<file path="src/rtl/word_fifo32.sv">
// Synchronous word FIFO with registered read data, occupancy count and sticky
// overflow/underflow flags. Storage is not reset; only control state is.
module word_fifo32 #(
  parameter  int unsigned WIDTH = 32,
  parameter  int unsigned DEPTH = 4,
  localparam int unsigned AW    = $clog2(DEPTH)
) (
  input  logic             clk,
  input  logic             reset_n,
  input  logic [WIDTH-1:0] in,
  input  logic             wr_en,
  input  logic             rd_en,
  output logic [WIDTH-1:0] out,
  output logic             out_valid,
  output logic             full,
  output logic             empty,
  output logic [AW:0]      count,
  output logic             overflow,
  output logic             underflow
);

  logic [WIDTH-1:0] mem [DEPTH];

  logic [AW-1:0]    wr_ptr_q, wr_ptr_d;
  logic [AW-1:0]    rd_ptr_q, rd_ptr_d;
  logic [AW:0]      count_q, count_d;
  logic [WIDTH-1:0] out_q, out_d;
  logic             out_valid_q, out_valid_d;
  logic             overflow_q, overflow_d;
  logic             underflow_q, underflow_d;
  logic             acc_wr, acc_rd;

  assign full  = (count_q == (AW+1)'(DEPTH));
  assign empty = (count_q == '0);

  // A pop on a full FIFO frees the slot the simultaneous push lands in.
  assign acc_rd = rd_en & ~empty;
  assign acc_wr = wr_en & (~full | acc_rd);

  always_comb begin
    wr_ptr_d    = wr_ptr_q;
    rd_ptr_d    = rd_ptr_q;
    count_d     = count_q;
    out_d       = out_q;
    out_valid_d = 1'b0;
    overflow_d  = overflow_q;
    underflow_d = underflow_q;

    if (acc_wr) begin
      wr_ptr_d = wr_ptr_q + AW'(1);
    end
    if (acc_rd) begin
      rd_ptr_d    = rd_ptr_q + AW'(1);
      out_d       = mem[rd_ptr_q];
      out_valid_d = 1'b1;
    end

    if (acc_wr && !acc_rd) begin
      count_d = count_q + (AW+1)'(1);
    end else if (acc_rd && !acc_wr) begin
      count_d = count_q - (AW+1)'(1);
    end

    if (wr_en && full && !acc_rd) begin
      overflow_d = 1'b1;
    end
    if (rd_en && empty) begin
      underflow_d = 1'b1;
    end
  end

  always_ff @(posedge clk or negedge reset_n) begin
    if (!reset_n) begin
      wr_ptr_q    <= '0;
      rd_ptr_q    <= '0;
      count_q     <= '0;
      out_q       <= '0;
      out_valid_q <= 1'b0;
      overflow_q  <= 1'b0;
      underflow_q <= 1'b0;
    end else begin
      wr_ptr_q    <= wr_ptr_d;
      rd_ptr_q    <= rd_ptr_d;
      count_q     <= count_d;
      out_q       <= out_d;
      out_valid_q <= out_valid_d;
      overflow_q  <= overflow_d;
      underflow_q <= underflow_d;
    end
  end

  always_ff @(posedge clk) begin
    if (acc_wr) begin
      mem[wr_ptr_q] <= in;
    end
  end

  assign out       = out_q;
  assign out_valid = out_valid_q;
  assign count     = count_q;
  assign overflow  = overflow_q;
  assign underflow = underflow_q;

endmodule
</file>
<file path="config.mk">
export PLATFORM = sky130hd
export DESIGN_NAME = word_fifo32
export DESIGN_NICKNAME = d
export VERILOG_FILES = /design/src/rtl/word_fifo32.sv
export SDC_FILE = /design/constraint.sdc
export NUM_CORES = 1
export LEC_CHECK = 0
export CORE_ASPECT_RATIO = 1.4
export CORE_MARGIN = 5
export CORE_UTILIZATION = 55
export DETAILED_ROUTE_END_ITERATION = 7
export GPL_TIMING_DRIVEN = 0
export PLACE_DENSITY = 0.79
export SYNTH_ARGS = -nofsm -noshare
export SYNTH_HDL_FRONTEND = slang
export SYNTH_SLANG_ARGS = --single-unit
</file>
<file path="constraint.sdc">
create_clock -name clk -period 2.9 [get_ports clk]
set_input_delay 0.58 -clock clk [delete_from_list [all_inputs] [get_ports clk]]
set_output_delay 0.58 -clock clk [all_outputs]
set_load 0.005 [all_outputs]
</file>
==> implementation parameters, run 1 <==
Parameter                              Value

Outcome
  Status    finished, final reports clean

CTS
  Insertion delay to the later sink of the worst-skew pair    0.42 ns
  Root buffer cell    sky130_fd_sc_hd__clkbuf_16
  Clock Pin Slew Worst Setup and Hold Paths    0.06 ns
  Number of instances resized during post-cts repair    0
  Clk buf depth    2
  TritonCTS clock tree    done
  # Post-CTS Setup Buffers    0
  Clock buffers created by TritonCTS    17
  Maximum level of the CTS H-tree    4
  CTS sink count    170

Worst setup path
  Cell count of the worst reg-to-reg path    10
  Critical register-to-register path endpoint    count[2]
  Slack of the worst reg-to-reg path    0.52 ns
  WP data required    3.24 ns
  Crit Path Category    reg -> reg
  Startpoint of the lowest-slack register-to-register path    count[0]
  Critical path arrival    2.73 ns
  Type of origin of the critical path    flop
  CP max FO    10
  Endpoint kind of the worst setup timing path    flop

GRT
  Total overflow reported by the global router    0
  Via count of the first global-routing pass    3462
  Initial antenna violation count    0
  Global-route wire length before repair    18.6 mm
  Overall Global Routing Usage    18.3%
  Maximum number of pins on one net before global-route repair    37

Yosys
  Number of distinct library cells after synthesis    24
  Synthesized flop and latch total    170
  Area of the mapped netlist    0.00641 mm²
  Part of the Yosys area used for sequential elements    76.4%
  Net Count, Synth    386
  Mapped Cells    344
  Synth warn    0
  Mean Syn Cell Area    18.6 µm²

Timing
  Maximum clock frequency    419 MHz
  Actual slew at the worst max-slew pin    0.899 ns
  Fin crit share    82.2%
  Setup repair after global routing missed its margin    no
  Post-route setup slack    0.516 ns
  Final setup violation count    0
  Final Critical Period    2.38 ns
  Relative max-transition margin    40.1%
  Final setup TNS    0 ns
  Number of pins with negative max-slew slack in the final report    0
  Clock Skews    0.00683 ns
  Hold Fails Final Rpt    0

Flow run
  Number of max-cap violations    0

Power
  Maximum resistive drop on vdd    0.527 mV
  Cell leakage power    2.97 nW
  Cell Pwr Density    1030 mW/mm²
  Switching share of power    27.6%
  Internal power summed over all cells    0.00590 W
  Sequential Power Share    44.1%
  Clk network pwr share    26.9%
  Reported net switching power    0.00225 W
  Combinational power share    29.1%

Cells and area
  Fraction of final layout cells with drive strength greater than 1    18.5%
  Final Net Count    482
  Ant diodes    0
  Non-filler instance count after layout    597
  Count of fill cells added during filler insertion    739
  Area delta synth->final    24.0%

Placed design
  Routability cong.    0.705
  Half-perimeter wire length after placement    6.97 mm
  Port-buffer cells    75
  Total instance count after detailed placement    564
  Placement-stage worst setup slack    0.118 ns

Min path
  Worst Hold Launch    overflow
  Worst Hold Depth    1
  Worst hold path type    reg -> reg
  Capture endpoint of the worst hold path    overflow

Die
  # rows    46
  Overall die height    138 µm
  Core area    0.0114 mm²
  Die ar.    0.0139 mm²
  Die extent in x    101 µm
  Initial cell density of the core    56.2%
  I/O pin cnt    76

Route
  DRT antenna net count    0
  WL per Instance    19.6 µm
  Post-detailed-route via-to-cell ratio    5.40
  Overall routed net length    11.7 mm
  DRC violation count after routing    0
  Iteration-0 DRC Markers    233
  Number of search-and-repair iterations in the first detailed-routing pass    4
  Routed vias    3221
state kept, by name (all words and copies together) (netlist names):
signal	count
rd_ptr_q	2
count	3
overflow	1
underflow	1
mem	128
wr_ptr_q	2
out_valid	1
out	32
power by group through the flow:
stage,clock [W],sequential (W),combinational (W)
after detailed placement,0,0.00363,0.00241
after global routing,0.00233,0.00366,0.00260
after global placement,0,0.00361,0.00234
final,0.00219,0.00359,0.00237
after CTS,0.00223,0.00360,0.00244
after floorplan,0,0.00359,0.00141
cells in the final DEF, fill, tap and decap left out, types with 2 or more instances in the layout:
| master | Yosys | routed |
|---|---|---|
| sky130_fd_sc_hd__clkinv_4 | 0 | 2 |
| sky130_fd_sc_hd__clkinvlp_4 | 0 | 4 |
| sky130_fd_sc_hd__buf_12 | 3 | 4 |
| sky130_fd_sc_hd__edfxtp_1 | 128 | 128 |
| sky130_fd_sc_hd__inv_1 | 4 | 4 |
| sky130_fd_sc_hd__xnor2_1 | 4 | 4 |
| sky130_fd_sc_hd__xor2_1 | 2 | 2 |
| sky130_fd_sc_hd__buf_2 | 7 | 8 |
| sky130_fd_sc_hd__nand2_1 | 97 | 97 |
| sky130_fd_sc_hd__clkbuf_16 | 0 | 17 |
| sky130_fd_sc_hd__mux4_1 | 4 | 4 |
| sky130_fd_sc_hd__and2_2 | 0 | 4 |
| sky130_fd_sc_hd__clkdlybuf4s50_1 | 0 | 74 |
| sky130_fd_sc_hd__buf_6 | 4 | 4 |
| sky130_fd_sc_hd__bufinv_16 | 0 | 2 |
| sky130_fd_sc_hd__clkinv_2 | 0 | 2 |
| sky130_fd_sc_hd__mux2_2 | 2 | 2 |
| sky130_fd_sc_hd__ha_1 | 5 | 5 |
| sky130_fd_sc_hd__dfrtp_1 | 42 | 42 |
| sky130_fd_sc_hd__clkbuf_1 | 1 | 2 |
| sky130_fd_sc_hd__mux4_2 | 28 | 28 |
| sky130_fd_sc_hd__inv_6 | 0 | 3 |
cells in the mapped netlist:
cell type	instances	share of area [%]
sky130_fd_sc_hd__edfxtp_1	128	60
sky130_fd_sc_hd__nand2_1	97	5.7
sky130_fd_sc_hd__dfrtp_1	42	16
sky130_fd_sc_hd__mux4_2	28	9.8
sky130_fd_sc_hd__buf_2	7	0.55
sky130_fd_sc_hd__ha_1	5	0.98
sky130_fd_sc_hd__and2_1	4	0.39
sky130_fd_sc_hd__buf_6	4	0.70
sky130_fd_sc_hd__inv_1	4	0.23
sky130_fd_sc_hd__mux4_1	4	1.6
sky130_fd_sc_hd__xnor2_1	4	0.55
sky130_fd_sc_hd__buf_12	3	0.94
sky130_fd_sc_hd__mux2_2	2	0.35
sky130_fd_sc_hd__xor2_1	2	0.27
sky130_fd_sc_hd__a21boi_2	1	0.18
sky130_fd_sc_hd__a21o_1	1	0.12
sky130_fd_sc_hd__a31o_2	1	0.14
sky130_fd_sc_hd__clkbuf_1	1	0.059
sky130_fd_sc_hd__fa_1	1	0.31
sky130_fd_sc_hd__inv_4	1	0.098
sky130_fd_sc_hd__nor2_1	1	0.059
sky130_fd_sc_hd__nor3_1	1	0.078
sky130_fd_sc_hd__nor3b_4	1	0.29
sky130_fd_sc_hd__o31a_1	1	0.14
timing repair:
action / 4_1_cts / 5_1_grt
endpoints found under the hold margin: 6 / 0
setup endpoints to repair: 0 / 0
hold buffers: 1 / 0
stage by stage:
step | total power [W] | instance area, µm² | utilization (%) | hold WS [ns]
3_3_place_gp | 0.00595 | 7340 | 64.4 | 0.450
4_1_cts | 0.00826 | 7940 | 69.7 | 0.472
2_1_floorplan | 0.00500 | 6410 | - | 0.284
6_report | 0.00815 | 7940 | 69.7 | 0.469
3_5_place_dp | 0.00604 | 7360 | 64.6 | 0.441
5_1_grt | 0.00858 | 7940 | 69.7 | 0.492
critical path, cell delays in order, from the launching register on:
cell and delay, ns:
sky130_fd_sc_hd__dfrtp_1 0.48, sky130_fd_sc_hd__o31a_1 0.34, sky130_fd_sc_hd__buf_2 0.18, sky130_fd_sc_hd__inv_4 0.12, sky130_fd_sc_hd__buf_6 0.15, sky130_fd_sc_hd__ha_1 0.19
sky130_fd_sc_hd__inv_1 0.06, sky130_fd_sc_hd__fa_1 0.37, sky130_fd_sc_hd__xor2_1 0.17, sky130_fd_sc_hd__nor2_1 0.11, sky130_fd_sc_hd__xor2_1 0.15
how the worst max path moves through the flow:
| stage | startpoint | slack (ns) | to | depth (start not counted) |
|---|---|---|---|---|
| 3_5_place_dp | rd_en | 0.12 | count[1] | 9 |
| 5_1_grt | count[0] | 0.40 | count[2] | 10 |
| 3_3_place_gp | rd_en | -0.38 | mem[1][25] | 4 |
| 2_1_floorplan | count[0] | 0.69 | count[2] | 10 |
| 6_report | count[0] | 0.52 | count[2] | 10 |
| 4_1_cts | count[0] | 0.48 | count[2] | 10 |
cell type report:
cell class                      count  area (µm²)  share of cell area, %
Tap cell                          144         180                   2.27
Buffer                             15         144                   1.81
Clock buffer                       18         429                   5.40
Clock inverter                     14         148                   1.86
Timing Repair Buffer               77         776                   9.77
Inverter                            5        21.3                  0.268
Multi-Input combinational cell    154        1350                   17.0
Sequential cell                   170        4890                   61.6
kinds of logic after synthesis:
logic type	Yosys count	synth area share (%)
fa+ha+maj	6	1.29
compound gates	4	0.566
simple gates	104	6.50
xor+xnor	6	0.820
buf+inv	20	2.58
mux	34	11.8
flops	170	76.4
layer usage:
metal | part of all wire, % | up-vias | global-route usage [%]
met4 | 1.3 | 0 | 6.36
met5 | 0 | - | 0
li1 | - | 1466 | -
met2 | 54 | 92 | 31.6
met1 | 39 | 1650 | 22.2
met3 | 6.0 | 13 | 5.12
Power figures use the tool's default switching activity.
==> inputs of run 2 (changes only) <==
--- a/config.mk
+++ b/config.mk
@@ -7,10 +7,10 @@
 export LEC_CHECK = 0
 export CORE_ASPECT_RATIO = 1.4
 export CORE_MARGIN = 5
-export CORE_UTILIZATION = 55
+export CORE_UTILIZATION = 50
 export DETAILED_ROUTE_END_ITERATION = 7
 export GPL_TIMING_DRIVEN = 0
-export PLACE_DENSITY = 0.79
+export PLACE_DENSITY = 0.75
 export SYNTH_ARGS = -nofsm -noshare
 export SYNTH_HDL_FRONTEND = slang
 export SYNTH_SLANG_ARGS = --single-unit
==> constraint.sdc (replaced) <==
create_clock -name clk -period 2.1 [get_ports clk]
set_input_delay 0.42 -clock clk [delete_from_list [all_inputs] [get_ports clk]]
set_output_delay 0.42 -clock clk [all_outputs]
set_load 0.005 [all_outputs]
==> run 2 against run 1 <==
Critical path depth down 3. Final cell count up 3.4%. Worst hold slack lost 0.0064 ns. Critical path type unchanged. Routed wire length grew 2.4%. Largest cell class unchanged. Utilization fell by 6.1 points. Fmax rose by 19%. Highest routed layer unchanged. Clock-buffer cell count is the same. Clock skew rose by 0.0043 ns. Via count increased by 1.2%. Cell area rose by 1.7%. Largest power group unchanged.
==> implementation parameters, run 2 (same netlist as run 1, synthesis figures left out) <==
Parameter                              Value

Route
  Iteration-0 DRC Markers    181
  DRC violation count after routing    0
  Number of search-and-repair iterations in the first detailed-routing pass    5
  WL per Instance    19.4 µm
  DRT antenna net count    0
  Overall routed net length    12.0 mm
  Post-detailed-route via-to-cell ratio    5.29
  Routed vias    3261

GRT
  Initial antenna violation count    0
  Maximum number of pins on one net before global-route repair    33
  Global-route wire length before repair    18.6 mm
  Via count of the first global-routing pass    3462
  Overall Global Routing Usage    16.5%
  Total overflow reported by the global router    0

Cells and area
  Register with the most flip-flops    mem
  Area of combinational cells with multiple inputs    0.00138 mm²
  Most common cell after layout, fill and taps aside    sky130_fd_sc_hd__edfxtp_1
  Sequential standard cell area    0.00490 mm²
  Ant diodes    0
  Design Area, Final    0.00808 mm²
  Area delta synth->final    26.1%
  Count of fill cells added during filler insertion    889
  Highest-count cells in the layout ignoring fill and taps    128 x sky130_fd_sc_hd__edfxtp_1, 97 x sky130_fd_sc_hd__nand2_1, 72 x sky130_fd_sc_hd__clkdlybuf4s50_1
  Final Net Count    493
  Number of flip-flops under the largest register name    128
  Fraction of final layout cells with drive strength greater than 1    21.8%

Placed design
  Post-DP Area    0.00738 mm²
  Port-buffer cells    75
  Half-perimeter wire length after placement    7.27 mm
  Routability cong.    0.708
  Placement-stage worst setup slack    -0.536 ns

Worst setup path
  CP max FO    6
  Crit Path Category    reg -> reg
  Cell count of the worst reg-to-reg path    7
  Critical path arrival    2.31 ns
  WP data required    2.41 ns
  Endpoint kind of the worst setup timing path    flop
  Type of origin of the critical path    flop
  Slack of the worst reg-to-reg path    0.09 ns
  Critical register-to-register path endpoint    count[1]
  Startpoint of the lowest-slack register-to-register path    count[0]

Timing
  Setup repair after global routing missed its margin    no
  Final setup violation count    0
  Fin crit share    95.7%
  Post-route setup slack    0.0910 ns
  Hold Fails Final Rpt    0
  Relative max-transition margin    64.7%
  Actual slew at the worst max-slew pin    0.529 ns
  Number of pins with negative max-slew slack in the final report    0
  Final Critical Period    2.01 ns
  Clock Skews    0.0112 ns
  Maximum clock frequency    498 MHz
  Worst hold slack    0.462 ns

Min path
  Worst Hold Launch    underflow
  Worst Hold Depth    1
  Capture endpoint of the worst hold path    underflow
  Worst hold path type    reg -> reg

Die
  Overall die height    144 µm
  Die extent in x    106 µm
  Die ar.    0.0152 mm²
  Initial cell density of the core    50.5%
  # rows    49
  Core area    0.0127 mm²
  I/O pin cnt    76

Outcome
  Status    finished, final reports clean

Power
  Post-layout power    0.0113 W
  Reported net switching power    0.00319 W
  Cell leakage power    3.04 nW
  Clk network pwr share    26.0%
  Sequential Power Share    43.3%
  Combinational power share    30.7%
  Internal power summed over all cells    0.00815 W
  Switching share of power    28.1%
  Cell Pwr Density    1400 mW/mm²
  Maximum resistive drop on vdd    0.711 mV

CTS
  Root buffer cell    sky130_fd_sc_hd__clkbuf_16
  CTS sink count    170
  TritonCTS clock tree    done
  Maximum level of the CTS H-tree    4
  Insertion delay to the later sink of the worst-skew pair    0.42 ns
  Clock Pin Slew Worst Setup and Hold Paths    0.07 ns
  Clock buffers created by TritonCTS    17
  Clk buf depth    2

Flow run
  Number of max-cap violations    0
run 2: changes by cell type in the layout (fill, tap and decap cells not counted), sizes merged:
cell / delta
buf: +11
bufinv: -1
clkdlybuf4s50: -2
dlygate4sd2: +1
dlymetal6s2s: +1
inv: +1
run 2: final cells by class:
type	count	area share, %
buffer	14	1.72
clock buffer	18	5.31
clock inverter	14	1.69
inverter	5	0.387
multi-input combinational	154	17.1
sequential	170	60.7
tap	153	2.37
timing repair buffer	89	10.7
run 2: worst max path at each step:
stage                        start         to  slack [ns]
after global routing      count[1]   count[2]       0.008
final                     count[0]   count[1]        0.09
after global placement       rd_en  mem[0][6]       -1.09
after floorplan           count[2]  mem[3][0]       -0.04
after detailed placement     rd_en  mem[3][6]       -0.54
after CTS                 count[0]      empty       -0.11
run 2: through the flow:
step / TNS (ns) / std cells / utilization [%]
2_1_floorplan: -3.91 / 344 / -
3_3_place_gp: -154.60 / 572 / 58.0
3_5_place_dp: -68.57 / 573 / 58.2
4_1_cts: -4.51 / 607 / 62.9
5_1_grt: 0 / 617 / 63.6
6_report: 0 / 617 / 63.6
run 2: metal layers:
metal,share of wire [%],up-vias,wire (µm),GRT usage [%]
li1,-,1503,-,-
met1,39,1656,4620,19.2
met2,56,87,6710,29.5
met3,3.5,15,424,3.69
met4,1.6,0,191,6.75
met5,0,-,0,0
run 2: power by group through the flow:
stage / combinational, W / clock (W) / sequential [W]
global placement: 0.00328 / 0 / 0.00497
floorplan: 0.00196 / 0 / 0.00496
global route: 0.00378 / 0.00318 / 0.00500
CTS: 0.00345 / 0.00300 / 0.00494
finish: 0.00348 / 0.00295 / 0.00491
detailed placement: 0.00337 / 0 / 0.00501
run 2: repair_timing:
| action | in CTS | in global routing |
|---|---|---|
| hold buffers | 1 | 0 |
| setup buffers | 2 | 10 |
| setup endpoints to repair | 132 | 130 |
| pin swaps | 1 | 5 |
| endpoints found under the hold margin | 20 | 0 |
| gates resized for setup | 6 | 9 |
run 2: critical path, cell delays in order, from the launching register on:
cell and delay [ns]:
sky130_fd_sc_hd__dfrtp_2 0.41, sky130_fd_sc_hd__buf_4 0.15, sky130_fd_sc_hd__nor3b_4 0.26, sky130_fd_sc_hd__a21boi_4 0.14
sky130_fd_sc_hd__ha_4 0.18, sky130_fd_sc_hd__inv_1 0.06, sky130_fd_sc_hd__fa_2 0.42, sky130_fd_sc_hd__mux2_2 0.26
